`src/rtl/pll_dco_loop_if.sv`:
```
// Loop control inputs (enable, PFD pulses) and DCO/lock status outputs.
// The link controller drives master; the loop itself is the slave.
interface pll_dco_loop_if #(
  parameter int ACC_W = 16
);
  logic             en;
  logic             up;
  logic             dn;
  logic [ACC_W-1:0] fcw;
  logic             clk_out;
  logic             tick;
  logic             locked;

  modport master (output en, up, dn, input fcw, clk_out, tick, locked);
  modport slave  (input en, up, dn, output fcw, clk_out, tick, locked);
endinterface

```
`src/rtl/pll_dco_loop.sv`:
```
// PI loop filter steering a phase-accumulator DCO, plus a lock detector.
// PFD edge -> fcw change takes 4 cycles; no backpressure (free-running loop).
module pll_dco_loop #(
  parameter int               ACC_W    = 16,
  parameter logic [ACC_W-1:0] FCW_NOM  = 16'h1000,
  parameter logic [ACC_W-1:0] FCW_MIN  = 16'h0800,
  parameter logic [ACC_W-1:0] FCW_MAX  = 16'h2000,
  parameter int               KP_SHIFT = 4,
  parameter int               KI_SHIFT = 0,
  parameter int               INT_W    = 13,
  parameter int               LOCK_CYC = 64
) (
  input  logic           clk,
  input  logic           rst,
  pll_dco_loop_if.slave  bus
);

  localparam int FW = ACC_W + 2;
  localparam int IW = INT_W + KI_SHIFT + 2;
  localparam int CW = $clog2(LOCK_CYC + 1);

  localparam logic signed [IW-1:0] IMAX = IW'((1 <<< (INT_W - 1)) - 1);
  localparam logic signed [IW-1:0] IMIN = -IMAX;
  localparam logic signed [FW-1:0] FMIN = {2'b00, FCW_MIN};
  localparam logic signed [FW-1:0] FMAX = {2'b00, FCW_MAX};

  logic [2:0]             up_sync, dn_sync;
  logic                   up_evt, dn_evt;
  logic signed [1:0]      err;
  logic [INT_W-1:0]       integ, integ_next;
  logic signed [IW-1:0]   integ_sum;
  logic signed [FW-1:0]   fcw_sum;
  logic [ACC_W-1:0]       fcw_q, fcw_next;
  logic [ACC_W-1:0]       acc;
  logic [ACC_W:0]         acc_sum;
  logic [CW-1:0]          lock_cnt, lock_cnt_next;
  logic                   clk_out_q, tick_q, locked_q;

  // Simultaneous up/dn edges cancel; events outside en are dropped.
  always_comb begin
    err = 2'sb00;
    if (bus.en && up_evt && !dn_evt)
      err = 2'sb01;
    else if (bus.en && dn_evt && !up_evt)
      err = 2'sb11;
  end

  always_comb begin
    integ_sum = {{(IW-INT_W){integ[INT_W-1]}}, integ}
              + ({{(IW-2){err[1]}}, err} <<< KI_SHIFT);
    if (integ_sum > IMAX)
      integ_next = IMAX[INT_W-1:0];
    else if (integ_sum < IMIN)
      integ_next = IMIN[INT_W-1:0];
    else
      integ_next = integ_sum[INT_W-1:0];
  end

  // Widened sum so a saturated integrator plus the kick cannot wrap before the clamp.
  always_comb begin
    fcw_sum = {2'b00, FCW_NOM}
            + {{(FW-INT_W){integ_next[INT_W-1]}}, integ_next}
            + ({{(FW-2){err[1]}}, err} <<< KP_SHIFT);
    if (fcw_sum < FMIN)
      fcw_next = FCW_MIN;
    else if (fcw_sum > FMAX)
      fcw_next = FCW_MAX;
    else
      fcw_next = fcw_sum[ACC_W-1:0];
  end

  always_comb begin
    acc_sum = {1'b0, acc} + {1'b0, fcw_q};
    if (!bus.en || err != 2'sb00)
      lock_cnt_next = '0;
    else if (lock_cnt == CW'(LOCK_CYC))
      lock_cnt_next = lock_cnt;
    else
      lock_cnt_next = lock_cnt + CW'(1);
  end

  always_ff @(posedge clk or posedge rst) begin
    if (rst) begin
      up_sync   <= '0;
      dn_sync   <= '0;
      up_evt    <= 1'b0;
      dn_evt    <= 1'b0;
      integ     <= '0;
      fcw_q     <= FCW_NOM;
      acc       <= '0;
      clk_out_q <= 1'b0;
      tick_q    <= 1'b0;
      lock_cnt  <= '0;
      locked_q  <= 1'b0;
    end else begin
      up_sync  <= {up_sync[1:0], bus.up};
      dn_sync  <= {dn_sync[1:0], bus.dn};
      up_evt   <= up_sync[1] & ~up_sync[2];
      dn_evt   <= dn_sync[1] & ~dn_sync[2];
      lock_cnt <= lock_cnt_next;
      locked_q <= (lock_cnt_next == CW'(LOCK_CYC));
      if (bus.en) begin
        integ     <= integ_next;
        fcw_q     <= fcw_next;
        acc       <= acc_sum[ACC_W-1:0];
        tick_q    <= acc_sum[ACC_W];
        clk_out_q <= acc_sum[ACC_W-1];
      end else begin
        tick_q    <= 1'b0;
      end
    end
  end

  assign bus.fcw     = fcw_q;
  assign bus.clk_out = clk_out_q;
  assign bus.tick    = tick_q;
  assign bus.locked  = locked_q;

endmodule

```
`src/flat_wrapper.sv`:
```
// flat-port wrapper written by rule: the top's interface ports become plain ports
module pll_dco_loop_flat 
#(
  parameter int               ACC_W    = 16,
  parameter logic [ACC_W-1:0] FCW_NOM  = 16'h1000,
  parameter logic [ACC_W-1:0] FCW_MIN  = 16'h0800,
  parameter logic [ACC_W-1:0] FCW_MAX  = 16'h2000,
  parameter int               KP_SHIFT = 4,
  parameter int               KI_SHIFT = 0,
  parameter int               INT_W    = 13,
  parameter int               LOCK_CYC = 64
)
  (clk, rst, bus_en, bus_up, bus_dn, bus_fcw, bus_clk_out, bus_tick, bus_locked);
  pll_dco_loop_if #(.ACC_W(ACC_W)) bus_i ();
  input  logic clk;
  input  logic rst;
  input wire logic [$bits(bus_i.en)-1:0] bus_en;
  input wire logic [$bits(bus_i.up)-1:0] bus_up;
  input wire logic [$bits(bus_i.dn)-1:0] bus_dn;
  output wire logic [$bits(bus_i.fcw)-1:0] bus_fcw;
  output wire logic [$bits(bus_i.clk_out)-1:0] bus_clk_out;
  output wire logic [$bits(bus_i.tick)-1:0] bus_tick;
  output wire logic [$bits(bus_i.locked)-1:0] bus_locked;
  assign bus_i.en = bus_en;
  assign bus_i.up = bus_up;
  assign bus_i.dn = bus_dn;
  assign bus_fcw = bus_i.fcw;
  assign bus_clk_out = bus_i.clk_out;
  assign bus_tick = bus_i.tick;
  assign bus_locked = bus_i.locked;
  pll_dco_loop #(.ACC_W(ACC_W), .FCW_NOM(FCW_NOM), .FCW_MIN(FCW_MIN), .FCW_MAX(FCW_MAX), .KP_SHIFT(KP_SHIFT), .KI_SHIFT(KI_SHIFT), .INT_W(INT_W), .LOCK_CYC(LOCK_CYC)) u_core (.clk(clk), .rst(rst), .bus(bus_i));
endmodule
```
`config.mk`:
```
export PLATFORM = sky130hd
export DESIGN_NAME = pll_dco_loop_flat
export DESIGN_NICKNAME = d
export VERILOG_FILES = /design/src/rtl/pll_dco_loop_if.sv /design/src/rtl/pll_dco_loop.sv /design/src/flat_wrapper.sv
export SDC_FILE = /design/constraint.sdc
export NUM_CORES = 1
export LEC_CHECK = 0
export CORE_AREA = 2 2 111 113
export DETAILED_ROUTE_END_ITERATION = 10
export DIE_AREA = 0 0 113 115
export GPL_TIMING_DRIVEN = 0
export SLEW_MARGIN = 10
export SYNTH_ARGS = -nofsm -noshare
export SYNTH_HDL_FRONTEND = slang
export SYNTH_SLANG_ARGS = --single-unit
```
`constraint.sdc`:
```
create_clock -name clk -period 7.7 [get_ports clk]
set_input_delay 1.54 -clock clk [delete_from_list [all_inputs] [get_ports clk]]
set_output_delay 1.54 -clock clk [all_outputs]
set_load 0.03 [all_outputs]
```
# Word-level counts from Yosys, hierarchy flattened
# Cells that the tools add are included.
# Widths: inputs -> output; s select.
# totals
register_bits	63
out_inout_bits	19
wordCells	44
# op_classes
mux	9
n_eq_ne	2
addsub	5
bitwise_logic	4
reduce_logical	9
n_lt_le_gt_ge	4
# op_table
operator	n
$mux 16	2
$mux 13	2
$gt 18x15->1 const B	1
$lt 18x13->1 const B	1
$add 16x16->17	1
$add 15x6->16	1
$add 14x13->15 const A	1
$gt 15x13->1 const B	1
$lt 15x13->1 const B	1
$add 13x2->14	1
$eq 7x7->1 const B	2
$mux 7	2
$add 7x1->7 const B	1
$logic_and 1x1->1	4
$mux 2	2
$logic_not 1->1	3
$and 1x1->1	2
$not 1->1	2
$reduce_bool 2->1	1
$logic_or 1x1->1	1
$mux 1	1

# Depth between registers and ports, before layout
# Gate-level depths: netlist (run 1).
# depth
word_depth	13
depth_mapped	24
ltp_nobuf	22

# Least setup slack after synthesis (run 1)
# Ideal clock, no wire load.
# synth_timing
path_type	input-to-reg
start	in bus_en
end	reg u_core.fcw_q[1], in the netlist u_core.bus.fcw[1]
setup_ns	0.133
t_arrival_ns	6.879
t_required_ns	7.567
cell_stages	24
setup_slack_ns	0.688
cell_sequence	clkbuf_1 > clkbuf_1 > nand3b_1 > inv_1 > ha_1 > a211oi_2 > o211ai_2 > and4_1 > or3_4 > nor3_1 > a41oi_2 > a21o_1 > ha_1 > ha_1 > fa_1 > a21oi_1 > o221a_2 > xor2_1 > o221ai_1 > nand4_1 > nor2_1 > a31oi_2 > buf_6 > o22ai_2
# synth_via
elab_chain_len	13
elab_cells_between_ends	17
# synth_lines
item	line_no	rtl
from (decl)	flat_wrapper.sv:17	input wire logic [$bits(bus_i.en)-1:0] bus_en;
$logic_and 1x1->1 (2 in a row)	pll_dco_loop.sv:44	else if (bus.en && dn_evt && !up_evt)
$mux 2	pll_dco_loop.sv:44	
$mux 2 *	pll_dco_loop.sv:42	if (bus.en && up_evt && !dn_evt)
$add 13x2->14 *	pll_dco_loop.sv:50	+ ({{(IW-2){err[1]}}, err} <<< KI_SHIFT);
$lt 15x13->1	pll_dco_loop.sv:53	else if (integ_sum < IMIN)
$mux 13	pll_dco_loop.sv:53	
$mux 13 *	pll_dco_loop.sv:51	if (integ_sum > IMAX)
via u_core.integ_next[4]	pll_dco_loop.sv:30	logic [INT_W-1:0] integ, integ_next;
$add 14x13->15 *	pll_dco_loop.sv:62	+ {{(FW-INT_W){integ_next[INT_W-1]}}, integ_next}
$add 15x6->16 *	pll_dco_loop.sv:63	+ ({{(FW-2){err[1]}}, err} <<< KP_SHIFT);
$gt 18x15->1	pll_dco_loop.sv:66	else if (fcw_sum > FMAX)
$mux 16	pll_dco_loop.sv:66	
$mux 16 *	pll_dco_loop.sv:64	if (fcw_sum < FMIN)
to (signal assigned)	pll_dco_loop.sv:104	fcw_q <= fcw_next;
to (decl)	pll_dco_loop.sv:33	logic [ACC_W-1:0] fcw_q, fcw_next;
# The timed path passes the listed nets; every way through them passes the cells marked *.
# A chain may end at the register's enable or synchronous reset.

# Worst setup path after layout (run 1)
# Ends and elaborated chain as after synthesis.

==> results of run 1 <==
[state kept, by name (all words and copies together), names as in the netlist]
name,cells
u_core.integ,13
u_core.dn_sync,3
u_core.lock_cnt,7
u_core.bus.clk_out,1
u_core.bus.locked,1
u_core.dn_evt,1
u_core.up_sync,3
u_core.up_evt,1
u_core.bus.fcw,16
u_core.bus.tick,1
u_core.acc,15
[metal layers]
metal  global-route usage [%]  up-vias
li1                         -     1835
met1                     22.5     1779
met2                     26.9       49
met3                     3.53       15
met4                     4.55        0
met5                        0        -
[power by group through the flow]
stage               sequential [mW]  combinational, mW  clock [mW]
CTS                           0.533               1.59       0.427
finish                        0.530               1.60       0.423
detailed placement            0.537               1.58           0
global placement              0.535               1.55           0
floorplan                     0.580               1.18           0
global route                  0.545               1.79       0.444
[Yosys cell counts, drive strengths merged, types with 2 or more instances]
library cell | n | area, um^2
nor3 | 19 | 95.1
clkbuf | 8 | 30.0
and4 | 2 | 17.5
and2 | 6 | 37.5
a31oi | 6 | 43.8
nor2b | 9 | 56.3
or3 | 2 | 17.5
o2bb2ai | 12 | 161
o31ai | 3 | 22.5
a311oi | 2 | 17.5
nand2 | 21 | 78.8
o311ai | 2 | 17.5
o21bai | 3 | 22.5
o221ai | 2 | 17.5
xnor2 | 15 | 131
inv | 28 | 105
o21a | 2 | 15.0
a21oi | 35 | 175
o211ai | 8 | 65.1
o21ai | 21 | 105
xor2 | 14 | 123
mux2i | 3 | 30.0
ha | 49 | 613
or2 | 5 | 31.3
nor2 | 36 | 135
nand3b | 2 | 15.0
nand4 | 4 | 25.0
dfrtp | 61 | 1530
a31o | 2 | 17.5
nand2b | 5 | 31.3
fa | 3 | 60.1
buf | 2 | 22.5
nand3 | 13 | 65.1
a211oi | 5 | 42.5
a41oi | 3 | 33.8
and3 | 4 | 25.0
a211o | 3 | 26.3
a21o | 12 | 90.1
o221a | 2 | 22.5
mux2 | 19 | 214
nor4 | 5 | 61.3
[per-stage QoR]
| step | instance area [um^2] | hold WS (ns) | std cells |
|---|---|---|---|
| finish | 5370 | 0.348 | 662 |
| global placement | 4990 | 0.335 | 641 |
| detailed placement | 5000 | 0.339 | 641 |
| CTS | 5320 | 0.351 | 657 |
| floorplan | 4590 | 0.331 | 472 |
| global route | 5370 | 0.365 | 662 |
[cell usage in the layout, fill, tap and decap left out, types with 4 or more instances in the layout]
master	count
nand2b_1	5
ha_1	49
nor2b_1	9
or2_2	5
a31oi_1	5
a21oi_1	35
xor2_1	14
o211ai_1	7
a21o_1	12
nor3_1	19
nand2_1	21
inv_1	25
o21ai_0	17
dfrtp_1	61
and3_1	4
buf_4	5
o2bb2ai_2	9
clkbuf_16	9
and2_1	5
o21ai_1	4
nand4_1	4
clkdlybuf4s50_1	22
mux2_2	19
nor2_1	36
clkbuf_1	7
xnor2_1	15
nand3_1	13
[worst reg2reg max path, delay by kind of cell (launching register included)]
family	cells	cell delay (ns)
adder cells (fa/ha/maj)	5	1.54
buffers and inverters	1	0.23
flip-flops	1	0.40
AND/OR/NAND/NOR	6	1.36
XOR/XNOR	2	0.47
AO/OA/AOI/OAI	9	2.03
[cell type report]
class                   count  area (um^2)
repair inverters            1         7.51
plain buffers              10         56.3
flip-flops and latches     62         1550
multi-input cells         372         2890
repair buffers             27          258
clock inverters             3         42.5
inverters                  28          111
fillers                  1128         6440
well taps                 147          184
clock buffers              12          267
[worst paths after layout]
| check | from | end | slack, ns | cells past startpoint |
|---|---|---|---|---|
| max | bus_en | u_core.bus.fcw[1]$_DFFE_PP0P_ | 0.33 | 25 |
| min in group asynchronous | rst | u_core.lock_cnt[6]$_DFF_PP0_ | 1.72 | 2 |
| min reg2reg | u_core.dn_sync[0]$_DFF_PP0_ | u_core.dn_sync[1]$_DFF_PP0_ | 0.35 | 0 |
| max in group asynchronous | rst | u_core.lock_cnt[0]$_DFF_PP0_ | 5.47 | 2 |
| min | u_core.dn_sync[0]$_DFF_PP0_ | u_core.dn_sync[1]$_DFF_PP0_ | 0.35 | 0 |
| max reg2reg | u_core.dn_evt$_DFF_PP0_ | u_core.bus.fcw[1]$_DFFE_PP0P_ | 1.54 | 23 |
[cell families after synthesis]
family / synth area share [%]
xor gates and xnor gates: 5.53
DFF: 33.8
muxes: 5.32
and+or+nand+nor: 15.6
adders and majority gates: 14.9
AOI/OAI and AO/OA: 21.3
buffers and inverters: 3.44
[timing repair]
item | 4_1_cts | 5_1_grt
pin swaps | 0 | 1
buffers inserted | 0 | 5
cloned | 1 | 0
resized for setup | 2 | 5
setup endpoints to repair | 12 | 12
==> results by group, run 1 <==
STA
  • Setup violations, final: 0
  • Min Tclk post-route: 7.37 ns
  • Hold Violations, Final: 0
  • RSZ-0062 raised after global routing: no
  • Least-Margin Pin Slew: 0.829 ns
  • Clock skew: 0.00528 ns
  • Max Freq: 0.136 GHz
  • Period utilisation layout: 95.7%
  • Max_slew headroom: 44.7%
  • Final worst setup slack: 0.333 ns
  • Setup TNS: 0 ns
  • Final slew viol count: 0

Floorplan
  • Die ar.: 13000 um^2
  • Chip width: 113 um
  • # IOs: 24
  • Site Rows: 40
  • Initial Util: 38.9%
  • Die Y: 115 um
  • Core region area: 11800 um^2

Critical path
  • Kind of critical path: in -> reg
  • Max incr delay on CP: 0.47 ns
  • CP Data Arrival Time: 7.56 ns
  • Max FO, Critical Path: 10
  • Worst path required time: 7.89 ns
  • Crit start category: input pin
  • Worst path bufs/invs: 5
  • CP Capture Type: flop
  • Critical path's top delay family: compound AO/OA/AOI/OAI gates
  • Slowest-stage cell, CP: fa_1

Routing
  • WL/cell: 15.4 um
  • # DRC: 2
  • DRT iter0 DRCs: 168
  • Routed WL: 10200 um
  • Highest routing layer actually used: met4
  • Metal-1 WL: 5030 um
  • Via count: 3678
  • Initial DRT Pass Iterations: 7
  • Wire length on met2: 4660 um
  • WL met3: 359 um
  • Vias/cell: 5.56
  • Antenna Nets Post-Route: 0

Yosys
  • Avg Cell Area, Syn: 9.72 um^2
  • Post-synthesis instance area: 4590 um^2
  • Synth Flop Type: dfrtp_1
  • Post-synth EDFFs: 0
  • Syn Nets: 529
  • Seq cells post-synth: 62
  • Post-synthesis cell type count: 65
  • Ys Warns: 0
  • Mapped Cells: 472
  • Sequential area share after synthesis: 33.8%
  • Async S/R FF share, synth: 100%

Clock tree
  • Worst-path clk slew: 0.05 ns
  • Clk buf depth: 2
  • Num CTS Buffers: 9
  • Hold buffers post-CTS: 0
  • H-tree level count: 3
  • Clk sinks: 62
  • Worst-Skew Late Latency: 0.33 ns
  • CTS tree: built
  • CTS root buf: clkbuf_16

Finish
  • Ant. Diodes: 0
  • Area growth syn-to-layout: 17.0%
  • Layout cells sized above 1: 14.6%
  • Final net count: 568
  • Util after Layout: 45.4%

Power
  • Combinational Power Share: 62.6%
  • Power Density: 475 nW/um^2
  • Leakage power: 2.33 nW
  • Clock network fraction of total power: 16.6%
  • Worst VDD drop: 0.190 mV
  • Power Total: 2.55 mW
  • NetSw: 1.13 mW
  • Seq pwr share: 20.8%
  • Internal: 1.42 mW
  • Sw Share: 44.4%

Place
  • GPL Wtd Cong: 0.840
  • DP HPWL: 7520 um
  • Dpl ws: -0.858 ns
  • I/O Buffers: 22

Outcome
  • Failing checks: DRC
  • Run status: finished, violations left

Global route
  • Antenna violations before repair: 0
  • Pin count of the biggest net entering global routing: 63
  • Overflow after GRT: 0
  • Global-route wire length before repair: 17500 um
  • Vias in the first global route: 3632
  • Gr usage total: 16.6%

Job
  • Max-cap violations: 0

Hold path
  • Hold Crit Class: reg -> reg
(Power assumes the default switching activity.)
==> inputs of run 2 (changes only) <==
Clock period 7.7 ns to 7.16 ns, I/O delays scaled along.
==> run 2 against run 1 <==
- the run still ends with DRC left
- power is 8.7% higher
- critical path depth shrank 1
- design area up 1.0%
- sequential power is 7.4% higher
- count of clock-buffer cells in the layout unchanged
- first-iteration DRC count grew 4.8%
- die area did not move
- global-route usage barely moved
- largest power group unchanged
==> results by group, run 2 (synthesis gave the netlist of run 1 again) <==
Power
  • Power Total: 2.77 mW (+8.7%)
  • Seq pwr share: 20.5% (-0.3 points)
  • NetSw: 1.23 mW (+8.8%)
  • Sw Share: 44.5% (about the same)
  • Power Density: 511 nW/um^2 (+7.6%)
  • Internal: 1.54 mW (+8.6%)
  • Clock network fraction of total power: 16.4% (-0.2 points)
  • Combinational Power Share: 63.1% (+0.5 points)
  • Leakage power: 2.34 nW (+0.62%)
  • Worst VDD drop: 0.205 mV (+7.5%)

Routing
  • Initial DRT Pass Iterations: 7 (unchanged)
  • Vias/cell: 5.60 (+0.73%)
  • Routed WL: 10300 um (+0.94%)
  • # DRC: 2 (unchanged)
  • DRT iter0 DRCs: 176 (+4.8%)
  • Via count: 3705 (+0.73%)
  • Antenna Nets Post-Route: 0 (unchanged)
  • WL/cell: 15.6 um (+0.94%)

Place
  • I/O Buffers: 22 (unchanged)
  • DP HPWL: 7520 um (unchanged)
  • Placed insts: 641 (unchanged)
  • GPL Wtd Cong: 0.840 (unchanged)
  • Dpl ws: -1.29 ns (-0.432 ns)

Clock tree
  • Hold buffers post-CTS: 0 (unchanged)
  • Worst-Skew Late Latency: 0.33 ns (about the same)
  • CTS root buf: clkbuf_16
  • CTS tree: built
  • Clk sinks: 62 (unchanged)
  • Num CTS Buffers: 9 (unchanged)
  • Clk buf depth: 2 (unchanged)
  • H-tree level count: 3 (unchanged)
  • Worst-path clk slew: 0.05 ns (about the same)

Job
  • Max-cap violations: 0 (unchanged)

Global route
  • Gr usage total: 16.6% (+0.045 points)
  • Antenna violations before repair: 0 (unchanged)
  • Pin count of the biggest net entering global routing: 63 (unchanged)
  • Vias in the first global route: 3614 (-0.50%)
  • Overflow after GRT: 0 (unchanged)
  • Global-route wire length before repair: 17500 um (about the same)

Critical path
  • Cell mode on critical path: ha_1
  • Kind of critical path: in -> reg
  • CP Data Arrival Time: 7.09 ns (-0.47 ns)
  • Worst path required time: 7.36 ns (-0.53 ns)
  • CP Capture Type: flop
  • Max incr delay on CP: 0.46 ns (about the same)
  • Max FO, Critical Path: 10 (unchanged)
  • Slowest-stage cell, CP: fa_1
  • CP cell instances: clkbuf_2 > clkbuf_2 > and2_1 > ha_1 > fa_1 > a211oi_2 > o211ai_2 > and4_1 > or3_4 > nor3_2 > a41oi_2 > a21o_1 > ha_1 > ha_1 > fa_1 > a21oi_1 > o221a_2 > xor2_2 > o221ai_1 > nand4_1 > nor2_1 > a31oi_2 > buf_6 > o22ai_2
  • Crit start category: input pin

Floorplan
  • Chip width: 113 um (unchanged)
  • # IOs: 24 (unchanged)
  • Die Y: 115 um (unchanged)
  • Site Rows: 40 (unchanged)
  • Core region area: 11800 um^2 (unchanged)
  • Initial Util: 38.9% (unchanged)
  • Die ar.: 13000 um^2 (unchanged)

Finish
  • Ant. Diodes: 0 (unchanged)
  • Number of fill cells: 1125 (-0.27%)
  • Util after Layout: 45.9% (+0.47 points)
  • Final Non-Filler Cells: 662 (unchanged)
  • Layout cells sized above 1: 16.1% (+1.6 points)
  • Most common cell after layout, fill and taps aside: dfrtp_1
  • Final net count: 568 (unchanged)
  • Largest register FFs: 16 (unchanged)
  • Commonest non-fill, non-tap cells in the layout: 61 x dfrtp_1, 49 x ha_1, 36 x nor2_1
  • Area growth syn-to-layout: 18.2%

STA
  • Max_slew headroom: 44.9% (+0.18 points)
  • Setup violations, final: 0 (unchanged)
  • Setup TNS: 0 ns (unchanged)
  • Final slew viol count: 0 (unchanged)
  • Hold Violations, Final: 0 (unchanged)
  • Least-Margin Pin Slew: 0.826 ns (-0.00277 ns)
  • Clock skew: 0.00469 ns (-0.000588 ns)
  • RSZ-0062 raised after global routing: no
  • Max Freq: 0.145 GHz
  • Final worst setup slack: 0.270 ns (-0.0626 ns)
  • Period utilisation layout: 96.2%
  • Min Tclk post-route: 6.89 ns

Hold path
  • Hold Crit Class: reg -> reg

Outcome
  • Failing checks: DRC
  • Run status: finished, violations left
==> run 2: routing by layer <==
layer | up-vias | part of all wire (%) | global-route usage (%)
li1 | 1835 | - | -
met2 | 62 | 46 | 27.0
met5 | - | 0 | 0
met4 | 0 | 1.3 | 4.15
met1 | 1794 | 49 | 22.7
met3 | 14 | 3.3 | 3.58
==> run 2: layout make-up <==
| cell class | instances | area, um^2 | area share [%] |
|---|---|---|---|
| plain buffers | 10 | 65.1 | 1.20 |
| clock inverters | 3 | 42.5 | 0.784 |
| repair inverters | 1 | 7.51 | 0.138 |
| clock buffers | 12 | 267 | 4.91 |
| inverters | 28 | 111 | 2.05 |
| flip-flops and latches | 62 | 1550 | 28.6 |
| multi-input cells | 372 | 2920 | 53.9 |
| well taps | 147 | 184 | 3.39 |
| repair buffers | 27 | 270 | 4.98 |
==> run 2: power groups by stage <==
stage	clock network, mW	registers (mW)	logic [mW]
after floorplan	0	0.624	1.27
after global placement	0	0.576	1.66
after detailed placement	0	0.578	1.69
after CTS	0.459	0.573	1.73
after global routing	0.477	0.586	1.95
final	0.454	0.569	1.75
==> run 2: what timing repair did <==
item	in CTS	in global routing
endpoints found under the setup margin	14	12
buffers inserted	4	1
endpoints found under the hold margin	0	0
pin swaps	1	0
gates cloned	1	0
gates resized for setup	8	7
==> run 2: final timing paths <==
kind / cells past startpoint / start / slack [ns] / to
setup / recovery: 24 / bus_en / 0.27 / u_core.bus.fcw[1]$_DFFE_PP0P_
hold / removal: 0 / u_core.dn_sync[0]$_DFF_PP0_ / 0.35 / u_core.dn_sync[1]$_DFF_PP0_
setup reg to reg: 23 / u_core.dn_evt$_DFF_PP0_ / 1.25 / u_core.bus.fcw[1]$_DFFE_PP0P_
hold reg to reg: 0 / u_core.dn_sync[0]$_DFF_PP0_ / 0.35 / u_core.dn_sync[1]$_DFF_PP0_
max in group asynchronous: 2 / rst / 5.04 / u_core.lock_cnt[0]$_DFF_PP0_
min in group asynchronous: 2 / rst / 1.61 / u_core.lock_cnt[6]$_DFF_PP0_
==> run 2: worst max-delay path: cells and delay by family <==
kind / cells / cell delay [ns]
AO/OA/AOI/OAI: 9 / 1.95
XOR/XNOR: 1 / 0.22
adder cells (fa/ha/maj): 5 / 1.53
buffers and inverters: 3 / 0.63
AND/OR/NAND/NOR: 6 / 1.31
==> run 2: per-stage QoR <==
| step | hold WS [ns] | area (um^2) |
|---|---|---|
| after global routing | 0.365 | 5420 |
| after detailed placement | 0.339 | 5000 |
| final | 0.348 | 5420 |
| after global placement | 0.335 | 4990 |
| after floorplan | 0.331 | 4590 |
| after CTS | 0.351 | 5380 |
==> inputs of run 3 (changes only) <==
Settings changed: SKIP_LAST_GASP from default to 1.
==> results of run 3 <==
Same layout as run 2: the final DEF is identical, and so are final timing and power.
